[src/rtl/pipe_pkg.sv]
// Shared definitions for the core pipeline: RV32 opcode constants used by the
// decoder and the hazard logic, the sequencer state encoding, and helpers that
// tell which register sources an opcode reads.
package pipe_pkg;

    localparam logic [6:0] OP_LOAD  = 7'b0000011;
    localparam logic [6:0] OP_STORE = 7'b0100011;
    localparam logic [6:0] OP_LUI   = 7'b0110111;
    localparam logic [6:0] OP_AUIPC = 7'b0010111;
    localparam logic [6:0] OP_R     = 7'b0110011;
    localparam logic [6:0] OP_I     = 7'b0010011;
    localparam logic [6:0] OP_BR    = 7'b1100011;
    localparam logic [6:0] OP_JAL   = 7'b1101111;
    localparam logic [6:0] OP_JALR  = 7'b1100111;

    typedef enum logic [1:0] {
        ST_RUN      = 2'd0,
        ST_LD_STALL = 2'd1,
        ST_FLUSH    = 2'd2,
        ST_MEM_WAIT = 2'd3
    } state_e;

    // rs1 is read by loads, stores, ALU ops, branches and jalr.
    function automatic logic uses_rs1(input logic [6:0] op);
        logic used;
        case (op)
            OP_LOAD, OP_STORE, OP_R, OP_I, OP_BR, OP_JALR: used = 1'b1;
            default:                                       used = 1'b0;
        endcase
        return used;
    endfunction

    // rs2 is read only by stores, register-register ALU ops and branches;
    // in the other formats bits [24:20] hold immediate bits.
    function automatic logic uses_rs2(input logic [6:0] op);
        logic used;
        case (op)
            OP_STORE, OP_R, OP_BR: used = 1'b1;
            default:               used = 1'b0;
        endcase
        return used;
    endfunction

endpackage

[src/rtl/pipe_hazard_ctrl_hazard_detect.sv]
// Load-use hazard detector: flags when the ID-stage instruction reads the
// register a load in EXE is about to write. Purely combinational so it can be
// shared with the forwarding unit.
module hazard_detect
    import pipe_pkg::*;
(
    input  logic [31:0] i_id_instr,
    input  logic        i_exe_is_load,
    input  logic [4:0]  i_exe_rd,
    output logic        o_hazard
);

    logic [6:0] w_opcode;
    logic [4:0] w_rs1;
    logic [4:0] w_rs2;
    logic       w_rs1_hit;
    logic       w_rs2_hit;
    logic       w_unused_bits;

    assign w_opcode = i_id_instr[6:0];
    assign w_rs1    = i_id_instr[19:15];
    assign w_rs2    = i_id_instr[24:20];

    // funct/rd/immediate fields play no part in the hazard decision
    assign w_unused_bits = ^{i_id_instr[31:25], i_id_instr[14:7]};

    assign w_rs1_hit = uses_rs1(w_opcode) && (w_rs1 == i_exe_rd);
    assign w_rs2_hit = uses_rs2(w_opcode) && (w_rs2 == i_exe_rd);

    // x0 is never really written, so a load targeting it cannot create a hazard
    assign o_hazard = i_exe_is_load && (i_exe_rd != 5'd0) && (w_rs1_hit || w_rs2_hit);

endmodule

[src/rtl/pipe_hazard_ctrl.sv]
// Pipeline sequencer for the 4-stage core. Owns the single stall/flush policy:
// load-use bubbles, post-redirect squashing and multi-cycle data-memory waits.
// Outputs are Mealy so a stall acts in the same cycle the hazard is visible.
module pipe_hazard_ctrl
    import pipe_pkg::*;
#(
    parameter int unsigned LOAD_BUBBLES = 1,
    parameter int unsigned FLUSH_CYCLES = 2
) (
    input  logic        clk,
    input  logic        rstn,
    input  logic [31:0] id_instr,
    input  logic        exe_is_load,
    input  logic [4:0]  exe_rd,
    input  logic        redirect,
    input  logic        dmem_req,
    input  logic        dmem_ack,
    output logic        pc_hold,
    output logic        ide_wait,
    output logic        flush_if,
    output logic        exe_hold,
    output logic [31:0] perf_stall
);

    // cnt holds the number of cycles still to be spent in LD_STALL / FLUSH
    localparam logic [1:0] LB_INIT = 2'(LOAD_BUBBLES - 1);
    localparam logic [1:0] FL_INIT = 2'(FLUSH_CYCLES - 1);

    state_e      r_state;
    state_e      w_state_nxt;
    logic [1:0]  r_cnt;
    logic [1:0]  w_cnt_nxt;
    logic        r_redirect_pend;
    logic        w_pend_nxt;
    logic [31:0] r_perf_stall;

    logic        w_hazard;
    logic        w_memwait;

    // one-hot action selected for this cycle
    logic        w_act_mem;
    logic        w_act_redir;
    logic        w_act_haz;
    logic        w_act_ld_cont;
    logic        w_act_fl_cont;

    hazard_detect u_hazard_detect (
        .i_id_instr    (id_instr),
        .i_exe_is_load (exe_is_load),
        .i_exe_rd      (exe_rd),
        .o_hazard      (w_hazard)
    );

    assign w_memwait  = dmem_req && !dmem_ack;
    assign perf_stall = r_perf_stall;

    // Action selection per state: memwait > redirect (or pending one) > hazard
    always_comb begin
        w_act_mem     = 1'b0;
        w_act_redir   = 1'b0;
        w_act_haz     = 1'b0;
        w_act_ld_cont = 1'b0;
        w_act_fl_cont = 1'b0;
        case (r_state)
            ST_RUN: begin
                if (w_memwait)     w_act_mem   = 1'b1;
                else if (redirect) w_act_redir = 1'b1;
                else if (w_hazard) w_act_haz   = 1'b1;
                else               w_act_mem   = 1'b0;
            end
            ST_LD_STALL: begin
                if (w_memwait)     w_act_mem     = 1'b1;
                else if (redirect) w_act_redir   = 1'b1;
                else               w_act_ld_cont = 1'b1;
            end
            ST_FLUSH: begin
                if (w_memwait)     w_act_mem     = 1'b1;
                else if (redirect) w_act_redir   = 1'b1;
                else               w_act_fl_cont = 1'b1;
            end
            ST_MEM_WAIT: begin
                if (w_memwait)                       w_act_mem   = 1'b1;
                else if (r_redirect_pend || redirect) w_act_redir = 1'b1;
                else if (w_hazard)                    w_act_haz   = 1'b1;
                else                                  w_act_mem   = 1'b0;
            end
            default: w_act_mem = 1'b0;
        endcase
    end

    // Outputs and next state for the selected action; all quiet while in reset
    always_comb begin
        w_state_nxt = ST_RUN;
        w_cnt_nxt   = 2'd0;
        w_pend_nxt  = 1'b0;
        pc_hold     = 1'b0;
        ide_wait    = 1'b0;
        flush_if    = 1'b0;
        exe_hold    = 1'b0;
        if (!rstn) begin
            w_state_nxt = ST_RUN;
        end else if (w_act_mem) begin
            pc_hold     = 1'b1;
            ide_wait    = 1'b1;
            exe_hold    = 1'b1;
            w_state_nxt = ST_MEM_WAIT;
            w_cnt_nxt   = r_cnt;
            // a flush interrupted by the wait must still be completed afterwards
            w_pend_nxt  = r_redirect_pend || redirect || (r_state == ST_FLUSH);
        end else if (w_act_redir) begin
            flush_if    = 1'b1;
            ide_wait    = 1'b1;
            w_cnt_nxt   = FL_INIT;
            w_state_nxt = (FL_INIT != 2'd0) ? ST_FLUSH : ST_RUN;
        end else if (w_act_haz) begin
            pc_hold     = 1'b1;
            ide_wait    = 1'b1;
            w_cnt_nxt   = LB_INIT;
            w_state_nxt = (LB_INIT != 2'd0) ? ST_LD_STALL : ST_RUN;
        end else if (w_act_ld_cont || w_act_fl_cont) begin
            pc_hold     = w_act_ld_cont;
            flush_if    = w_act_fl_cont;
            ide_wait    = 1'b1;
            if (r_cnt <= 2'd1) begin
                w_cnt_nxt   = 2'd0;
                w_state_nxt = ST_RUN;
            end else begin
                w_cnt_nxt   = r_cnt - 2'd1;
                w_state_nxt = r_state;
            end
        end else begin
            w_state_nxt = ST_RUN;
        end
    end

    // State, countdown and pending-redirect registers
    always_ff @(posedge clk or negedge rstn) begin
        if (!rstn) begin
            r_state         <= ST_RUN;
            r_cnt           <= 2'd0;
            r_redirect_pend <= 1'b0;
        end else begin
            r_state         <= w_state_nxt;
            r_cnt           <= w_cnt_nxt;
            r_redirect_pend <= w_pend_nxt;
        end
    end

    // Stall-cycle performance counter, wraps naturally at 2^32
    always_ff @(posedge clk or negedge rstn) begin
        if (!rstn) begin
            r_perf_stall <= 32'd0;
        end else if (pc_hold) begin
            r_perf_stall <= r_perf_stall + 32'd1;
        end else begin
            r_perf_stall <= r_perf_stall;
        end
    end

endmodule

[config.mk]
export PLATFORM = sky130hd
export DESIGN_NAME = pipe_hazard_ctrl
export DESIGN_NICKNAME = d
export VERILOG_FILES = /design/src/rtl/pipe_pkg.sv /design/src/rtl/pipe_hazard_ctrl_hazard_detect.sv /design/src/rtl/pipe_hazard_ctrl.sv
export SDC_FILE = /design/constraint.sdc
export NUM_CORES = 1
export LEC_CHECK = 0
export CORE_UTILIZATION = 44
export DETAILED_ROUTE_END_ITERATION = 12
export PLACE_DENSITY_LB_ADDON = 0.15
export SKIP_LAST_GASP = 1
export SLEW_MARGIN = 20
export SYNTH_ARGS = -nofsm -noshare
export SYNTH_HDL_FRONTEND = slang
export SYNTH_SLANG_ARGS = --single-unit
[constraint.sdc]
create_clock -name clk -period 3 [get_ports clk]
set_input_delay 0.3 -clock clk [delete_from_list [all_inputs] [get_ports clk]]
set_output_delay 0.3 -clock clk [all_outputs]
set_load 0.005 [all_outputs]
* Yosys cells after proc, flatten, opt, wreduce, memory -nomap -nowiden
Cells that the tools add are included.
Word-level totals: bits in registers 37, bits in latches 0, bits in writable memories 0, memory bits (read-only) 0, input port bits 43, memories 0
Operators by class: add/subtract/negate cells 2, multiply operators 0, div/mod/pow operators 0, order comparisons 1, equality and inequality tests 13, shift operators 0, muxes and demuxes 50, bitwise gates (word level) 0, reductions and logical operators 16
Operators by type and width (count):
- $mux 1 | 36
- $add 32x1->32 const B | 1
- $mux 2 | 12
- $eq 7x6->1 const B | 2
- $eq 7x7->1 const B | 2
- $eq 5x5->1 | 2
- $eq 7x2->1 const B | 1
- $eq 7x5->1 const B | 1
- $ne 6x5->1 const B | 1
- $reduce_or 3->1 | 2
- $reduce_or 6->1 | 1
- $logic_and 1x1->1 | 5
- $reduce_bool 5->1 | 1
- $eq 2x2->1 const B | 2
- $logic_or 1x1->1 | 4
- $pmux 1 s2 | 2
- $reduce_or 4->1 | 1
- $eq 2x1->1 const B | 1
- $le 2x1->1 const B | 1
- $logic_not 2->1 | 1
- $ne 2x2->1 const B | 1
- $sub 2x1->2 const B | 1
- $logic_not 1->1 | 1

* Depth between registers and ports, before layout
Gate-level depths: netlist of run 1.
depth in word-level cells 14, gate-level depth with buffers 9, depth with buffers taken out 8

* By module
Synthesis of run 1 repeated with hierarchy kept, for this count alone.
Second synthesis, totals: cell total of the unflattened synthesis 190, area total of the unflattened synthesis 2107.0 sq um
Modules (own cells, without submodules):
- pipe_hazard_ctrl | instances 1, cells an instance 170, area an instance 1941.9 sq um, seq. area each 925.9 sq um
- hazard_detect | instances 1, cells an instance 20, area an instance 165.2 sq um, seq. area each 0.0 sq um

* Worst setup path before layout of run 1
No wires, ideal clock.
kind flip-flop to flip-flop, from register r_state[0], to register r_perf_stall[12], in the netlist perf_stall[12], arrival 1.976 ns, required time 2.921 ns, path slack 0.944 ns, cell stages (with the launch flop) 10, cell sequence dfrtp_1 -> inv_1 -> ha_1 -> a21oi_1 -> nand4_1 -> nor3_2 -> a31oi_4 -> buf_6 -> nor3_1 -> xor2_1
On the way: word-level cells in the longest chain between the ends 8
Ends and longest elaborated chain:
- from (decl) | RTL line pipe_hazard_ctrl.sv:29 | state_e r_state;
- from (signal assigned) | RTL line pipe_hazard_ctrl.sv:143 | r_state <= w_state_nxt;
- $eq 2x1->1 or $eq 2x2->1 (tied branches) | RTL line pipe_hazard_ctrl.sv:64 | case (r_state)
- $mux 1 | RTL line pipe_hazard_ctrl.sv:64
- $logic_or 1x1->1 | RTL line pipe_hazard_ctrl.sv:120 | end else if (w_act_ld_cont || w_act_fl_cont) begin
- $mux 1 | RTL line pipe_hazard_ctrl.sv:120
- $mux 1 | RTL line pipe_hazard_ctrl.sv:115 | end else if (w_act_haz) begin
- $mux 1 * | RTL line pipe_hazard_ctrl.sv:110 | end else if (w_act_redir) begin
- $mux 1 * | RTL line pipe_hazard_ctrl.sv:102 | end else if (w_act_mem) begin
- $mux 1 * | RTL line pipe_hazard_ctrl.sv:100 | if (!rstn) begin
- to (signal assigned) | RTL line pipe_hazard_ctrl.sv:154 | r_perf_stall <= r_perf_stall + 32'd1;
- to (signal assigned) | RTL line pipe_hazard_ctrl.sv:156 | r_perf_stall <= r_perf_stall;
- to (decl) | RTL line pipe_hazard_ctrl.sv:35 | logic [31:0] r_perf_stall;
Every way passes the cells marked *; elsewhere a longest branch is shown, timed or not. A chain may end at the register's enable or synchronous reset.

* Final worst setup path of run 1
from input port exe_rd[1], to output port flush_if
On the way: word-level cells in the longest chain between the ends 12
Ends and longest elaborated chain:
- from (decl) | RTL line pipe_hazard_ctrl.sv:14 | input logic [4:0] exe_rd,
- $eq 5x5->1 (on tied branches) | RTL line pipe_hazard_ctrl_hazard_detect.sv:27, pipe_hazard_ctrl_hazard_detect.sv:28
- $logic_and 1x1->1 (on tied branches) | RTL line pipe_hazard_ctrl_hazard_detect.sv:27, pipe_hazard_ctrl_hazard_detect.sv:28
- $logic_or 1x1->1 | RTL line pipe_hazard_ctrl_hazard_detect.sv:31 | assign o_hazard = i_exe_is_load && (i_exe_rd != 5'd0) && (w_rs1_hit || w_rs2_hit);
- $logic_and 1x1->1 * | RTL line pipe_hazard_ctrl_hazard_detect.sv:31
- $mux 1 * | RTL line pipe_hazard_ctrl.sv:68, pipe_hazard_ctrl.sv:84
- $mux 1 (on tied branches) | RTL line pipe_hazard_ctrl.sv:83, pipe_hazard_ctrl.sv:67
- $mux 1 (on tied branches) | RTL line pipe_hazard_ctrl.sv:82, pipe_hazard_ctrl.sv:66
- $pmux 1 s2 * | RTL line pipe_hazard_ctrl.sv:64
- $mux 1 * | RTL line pipe_hazard_ctrl.sv:115
- $mux 1 * | RTL line pipe_hazard_ctrl.sv:110
- $mux 1 * | RTL line pipe_hazard_ctrl.sv:102
- $mux 1 * | RTL line pipe_hazard_ctrl.sv:100
- to (decl) | RTL line pipe_hazard_ctrl.sv:20 | output logic flush_if,
Marks and branches as above.

==> impl_results.md, run 1 <==
* Setup TNS at 0 ns
* Final Cycle Share at just over 90%
* Vias in the first global route at 1678
* Crit-path cells: clkdlybuf4s50_1 -> or4_1 -> nor2_1 -> nor3_2 -> nand2_1 -> nand2_1 -> a211oi_1 -> clkdlybuf4s50_1
* Post-Syn Area per Cell at around 10 sq um
* Synth cell types at 40
* Most frequent cells after synthesis: dfrtp_1 (37), xor2_1 (24), nand2_1 (18)
* Synth top area cells: dfrtp_1 (44%), xor2_1 (10%), xnor2_1 (7.0%), nor3_2 (3.8%), nand2_1 (3.2%)
* Gr ovfl total at 0
* Largest net degree at the start of global routing at 32
* Initial drt markers at 88
* Overall routed net length at between 4000 and 5000 microns
* Failing checks: DRC
* Average wire per standard cell at about 13 microns
* DP HPWL at 3380 microns
* Ant. Diodes at 0
* Number of synthesized flops with an enable pin at 0
* CTS tree: done
* Register area share after synthesis at roughly 44%
* Synthesis-to-finish area growth at 36.0%
* VDD IR max at 429 uV
* #FFs+latches synth at 37
* CTS root buffer: clkbuf_8
* Vias per Instance at ~5.1
* Cell with the most instances after synthesis: dfrtp_1
* Cell Pwr Density at roughly 400 mW/mm^2
* R2R depth at 9
* First-pass GRT wire length at roughly 7500 microns
* Post-CTS resize count at 0
* GR Util met2 at between 30% and 40%
* Clock Path Buffers at 2
* Total Routing Usage GR at 18.8%
* Status: finished with violations
* Post-CTS Setup Inserts at 0
* Overall power at between 1000 and 1500 uW
* Worst path required time at between 2 and 3 ns
* CTS sink count at 37
* Detailed-router iteration count before antenna repair at 8
* I/O pin total at 79
* CP startpoint kind: input port
* Placer Congestion at 0.821
* TritonCTS buffer count at 5
* Met1 usage at 24.3%
* Initial core utilization at approximately 47%
* Relative slew slack at between 70% and 80%
* Max Clock Skew at between 0.009 and 0.01 ns
* Row count at 24
* Post-synth top area cell: dfrtp_1
* Unrepaired setup endpoints after global routing: false
* Crit path arrival time at around 2.5 ns
* Antenna-violating nets left at 0
* Post-synthesis cell count at roughly 210
* GR peak layer: met2
* Die Y at 71.3 microns
* Slowest-stage cell, CP: or4_1
* Initial antenna violation count at 0
* Chip Width at just over 70 microns
* Async set or reset register ratio after synthesis at 100%
* Max H-tree Level at 2
* Post-layout minimum cycle time at ~2.8 ns
* Max Slew Vio Count at 0
* Post-Syn Area at roughly 0.0021 sq mm
* Crit path max-delay family: buffers and inverters
* Crit Path Max Fanout at 4
* Crit path largest cell delay at around 0.54 ns
* Syn_nets at about 260
* PortBufs at 63
* Layout cells sized above 1 at under 10%
* Critical path type: in2out
* GR Util met3 at 3.66%
* Main synth FF type: dfrtp_1
* Core area at 0.00447 sq mm
* Clock latency on the worst-skew pair at ~0.28 ns
* Ys Warns at 0
* Vias at 1692
* Worst-path clk slew at roughly 0.070 ns
* Setup crit end kind: primary output
* Die area at 0.00508 sq mm
* Post-synth top area share at 43.8%
* Reported max-cap violation count at 0
* Final Hold Fails at 0
* # DRC at 4
* Hold Crit Class: in2async
* # nets final at approximately 330
* Fmax at between 300 and 400 MHz
* Crit. path cell count at 8
* Static leakage at about 0.0013 uW
* Slew of the pin with the lowest slew margin at 0.388 ns
* Endpoints failing setup at 0
* CP Buf/Inv Count at 2
[layer usage]
layer	wire (microns)	part of all wire, %
met4	51	1.2
met1	2020	46
met2	2150	49
met3	162	3.7
met5	0	0
[power breakdown]
group,switching [uW],total [uW],internal (uW)
registers,53.5,592,538
logic,87.0,231,144
clock network,170,331,161
total,310,1150,844
[area by class of cell]
class | count | area (sq um)
flip-flops and latches | 37 | 926
well taps | 52 | 65.1
repair buffers | 66 | 651
clock buffers | 6 | 72.6
clock inverters | 2 | 10.0
fillers | 370 | 1600
inverters | 10 | 37.5
multi-input cells | 157 | 1110
[per-stage QoR]
step / area [sq um] / utilization [%] / std cells / setup slack (ns) / hold WS, ns
final: 2870 / 64.2 / 330 / 0.208 / 0.401
after global routing: 2870 / 64.2 / 330 / 0.0603 / 0.423
after CTS: 2870 / 64.2 / 330 / 0.180 / 0.389
after detailed placement: 2780 / 62.1 / 321 / 0.191 / 0.164
after global placement: 2780 / 62.1 / 321 / 0.173 / 0.162
after floorplan: 2110 / - / 208 / 0.944 / 0.00441
[layout by cell type (no fill, tap or decap), types with 2 or more instances in the layout]
cell	instances
ha_1	5
nor3_1	7
xnor2_1	17
dfrtp_1	37
and4_1	3
nor3_2	8
and3_1	3
buf_4	2
clkdlybuf4s50_1	62
a21oi_1	5
nand2b_1	5
nor4_1	6
nor2b_1	3
nor2_1	15
clkinv_2	2
inv_1	10
o21ai_0	3
nand3_1	9
nand4_1	5
nand2_1	18
xor2_1	24
clkbuf_8	5
a31oi_1	2
[final timing paths]
path	startpoint	to	slack, ns
worst max-delay path	exe_rd[1]	flush_if	0.21
worst min-delay path	rstn	perf_stall[25]$_DFFE_PN0P_	0.40
worst max register to register	r_state[0]$_DFFE_PN0P_	perf_stall[14]$_DFFE_PN0P_	0.60
worst min register to register	perf_stall[31]$_DFFE_PN0P_	perf_stall[31]$_DFFE_PN0P_	0.47
max in group asynchronous	rstn	perf_stall[0]$_DFFE_PN0P_	1.95
min in group clk	perf_stall[31]$_DFFE_PN0P_	perf_stall[31]$_DFFE_PN0P_	0.47
[sequential cells by signal (all words and copies together), names as in the netlist]
register,flops
perf_stall,32
r_state,2
r_redirect_pend,1
r_cnt,2
[what timing repair did]
item                                    in CTS  in global routing
endpoints found under the setup margin       0                  0
hold buffers                                 1                  0
hold endpoints to repair                     6                  0
[logic make-up after synthesis]
kind of cell	Yosys count	synth area share, %
xor+xnor	41	17.0
buf+inv	14	3.61
flops	37	43.8
compound gates	18	6.63
simple gates	92	25.4
fa+ha+maj	5	2.96
mux	1	0.533
[worst register-to-register path, delay by kind of cell, from the launching register on]
family | cells | cell delay (ns)
buf+inv | 2 | 0.34
xor+xnor | 1 | 0.19
simple gates | 3 | 0.84
compound gates | 2 | 0.25
flops | 1 | 0.40
fa+ha+maj | 1 | 0.30
Note: power is estimated with default switching activity, not from simulation.
==> inputs of run 2 (changes only) <==
- CORE_UTILIZATION: 44 -> 40
- RECOVER_POWER: unset -> 50
- SYNTH_HIERARCHICAL: unset -> 1
- clock period: 3 -> 2.3 ns (I/O delays scaled with it)
==> impl_results.md, run 2 <==
* Setup TNS at 0 ns
* CP Launch Point: exe_rd[4]
* I/O pin total at 79
* TritonCTS buffer count at 5
* Cell with the most instances after synthesis: dfrtp_1
* Post-synth top area share at a little over two fifths
* Hold Crit Class: in2reg
* CP startpoint kind: input port
* Final Cycle Share at 94.3%
* Synth top area cells: dfrtp_1 (44%), xnor2_1 (11%), xor2_1 (5.8%), nand4_1 (3.3%), nand3_1 (3.1%)
* Final Hold Fails at 0
* Cell Pwr Density at approximately 530 mW/mm^2
* Endpoints failing setup at 0
* Max Clock Skew at 0.00574 ns
* R2r startpoint: r_state[0]$_DFFE_PN0P_
* Max H-tree Level at 2
* Syn_nets at 238
* Max Slew Vio Count at 29
* Fmax at ~460 MHz
* Crit path arrival time at a little under 2 ns
* Internal Power at roughly 1200 uW
* Logic pwr share at between 10% and 20%
* Commonest non-fill, non-tap cell in the layout: dfrtp_1
* Reported max-cap violation count at 1
* Switching share of total power at between 20% and 30%
* Worst path required time at slightly above 2 ns
* Initial drt markers at between 40 and 50
* Post-layout minimum cycle time at around 2.2 ns
* Die Y at between 70 and 80 microns
* Most frequent cells after synthesis: dfrtp_1 (37), xnor2_1 (27), xor2_1 (14)
* Ys Warns at 6
* R2R Path End: perf_stall[1]$_DFFE_PN0P_
* CTS tree: done
* Core area at around 0.005 sq mm
* Layout cells sized above 1 at roughly 17%
* Crit Path Max Fanout at 3
* Seq pwr share at 46.6%
* Vias at ~1700
* R2R depth at 8
* Average wire per standard cell at 14.4 microns
* Register area share after synthesis at a little over two fifths
* Vias per Instance at a little over 5
* Antenna-violating nets left at 0
* # DRC at 0
* Synth cell types at 50
* Largest net degree at the start of global routing at 29
* Clock latency on the worst-skew pair at approximately 0.28 ns
* First-pass GRT wire length at between 8000 and 9000 microns
* Status: finished with violations
* Worst-path clk slew at roughly 0.07 ns
* Relative slew slack at -1.71%
* Setup crit end kind: primary output
* Overall power at 1590 uW
* Clk pwr share at roughly 36%
* Detailed-router iteration count before antenna repair at 4
* Failing checks: capacitance limit, slew limit
* Final core utilization at a little under 60%
* Initial antenna violation count at 0
* Clock Path Buffers at 2
* Total Routing Usage GR at approximately a fifth
* Multi-input gate area at between 0.001 and 0.0015 sq mm
* Initial core utilization at just over 40%
* Placer Congestion at 0.767
* Ant. Diodes at 0
* Number of synthesized flops with an enable pin at 0
* Synthesis-to-finish area growth at 43.0%
* Max reg flops at 32
* Gr ovfl total at 0
* Reg area at around 930 sq um
* Static leakage at 0.00135 uW
* DP HPWL at ~3700 microns
* CTS sink count at 37
* Overall routed net length at around 5000 microns
* Post-synthesis cell count at 190
* Commonest non-fill, non-tap cells in the layout: dfrtp_1 (37), clkdlybuf4s50_1 (31), xnor2_1 (27), dlygate4sd3_1 (17), xor2_1 (14)
* Main synth FF type: dfrtp_1
* Die area at 0.00556 sq mm
* #FFs+latches synth at 37
* Vias in the first global route at ~1700
* # nets final at 320
* PortBufs at 63
* Reg2reg setup slack at between 0.3 and 0.4 ns
* Worst Setup EP: flush_if
* Net Switching at 394 uW
* Post-Syn Area at 0.00211 sq mm
* Slew of the pin with the lowest slew margin at around 1.5 ns
* Post-Syn Area per Cell at roughly 11 sq um
* Post-synth top area cell: dfrtp_1
* Layout fillers at 471
* Chip Width at roughly 75 microns
* Row count at 26
* Async set or reset register ratio after synthesis at 100%
* Critical path type: in2out
* CTS root buffer: clkbuf_8
* VDD IR max at ~440 uV
run 2: changes by cell type in the layout (fill, tap and decap cells not counted), moves of 8 or more:
cell / delta
buf_4: +8
clkdlybuf4s50_1: -31
dlygate4sd3_1: +16
nor2_1: -9
xnor2_1: +10
xor2_1: -10
run 2: routing by layer:
metal  wire length, microns  track usage (%)
met5                      0                0
met2                   2400             32.5
met1                   2220             25.2
met3                    322             4.88
met4                     18             3.14
run 2: final cells by class:
type / count / area share [%]
timing repair buffer: 77 / 23.3
clock inverter: 1 / 0.997
multi-input combinational: 147 / 38.7
tap: 70 / 2.91
inverter: 4 / 0.498
clock buffer: 7 / 2.87
sequential: 37 / 30.7
run 2: power groups by stage:
stage	Clock (uW)	Combinational [uW]	Sequential (uW)
finish	577	272	741
global route	620	300	752
CTS	593	285	744
detailed placement	0	290	756
global placement	0	284	752
floorplan	0	113	745
run 2: how the worst min path moves through the flow:
stage	startpoint	end	slack [ns]	depth (start not counted)
floorplan	rstn	perf_stall[0]$_DFFE_PN0P_	-0.07	0
global placement	rstn	r_state[0]$_DFFE_PN0P_	0.15	1
detailed placement	rstn	r_state[0]$_DFFE_PN0P_	0.15	1
CTS	rstn	perf_stall[29]$_DFFE_PN0P_	0.1	2
global route	rstn	r_cnt[0]$_DFFE_PN0N_	0.39	3
finish	rstn	r_cnt[0]$_DFFE_PN0N_	0.34	3
run 2: timing repair:
action,CTS,global route
pin swaps,12,8
hold buffers,1,0
setup endpoints to repair,25,19
endpoints found under the hold margin,9,0
gates resized for setup,26,12
buffers inserted,2,0
run 2: critical path, stage by stage:
cell and delay [ns]:
clkdlybuf4s15_1 0.19, buf_4 0.15, xor2_1 0.14, nor3_1 0.18, nand3_1 0.12, a211oi_2 0.30, o211ai_4 0.15, a221oi_2 0.28
nor3_2 0.07, buf_2 0.13
run 2: kinds of logic (layout without fill, tap and decap cells):
family | after synthesis | in the layout | synth area share [%]
adder cells (fa/ha/maj) | 5 | 5 | 2.97
multiplexers | 1 | 1 | 0.534
AND/OR/NAND/NOR | 76 | 76 | 23.0
buffers and inverters | 6 | 89 | 1.19
AO/OA/AOI/OAI | 24 | 24 | 11.3
XOR/XNOR | 41 | 41 | 17.0
flip-flops | 37 | 37 | 43.9
run 2: through the flow:
step                setup slack (ns)  instances  area, sq um  hold slack [ns]
finish                         0.131        343         3010            0.344
global route                 -0.0201        343         3010            0.391
CTS                          -0.0441        344         3050           0.0958
detailed placement            -0.580        333         2910            0.150
global placement              -0.551        333         2910            0.150
floorplan                      0.315        190         2110          -0.0656
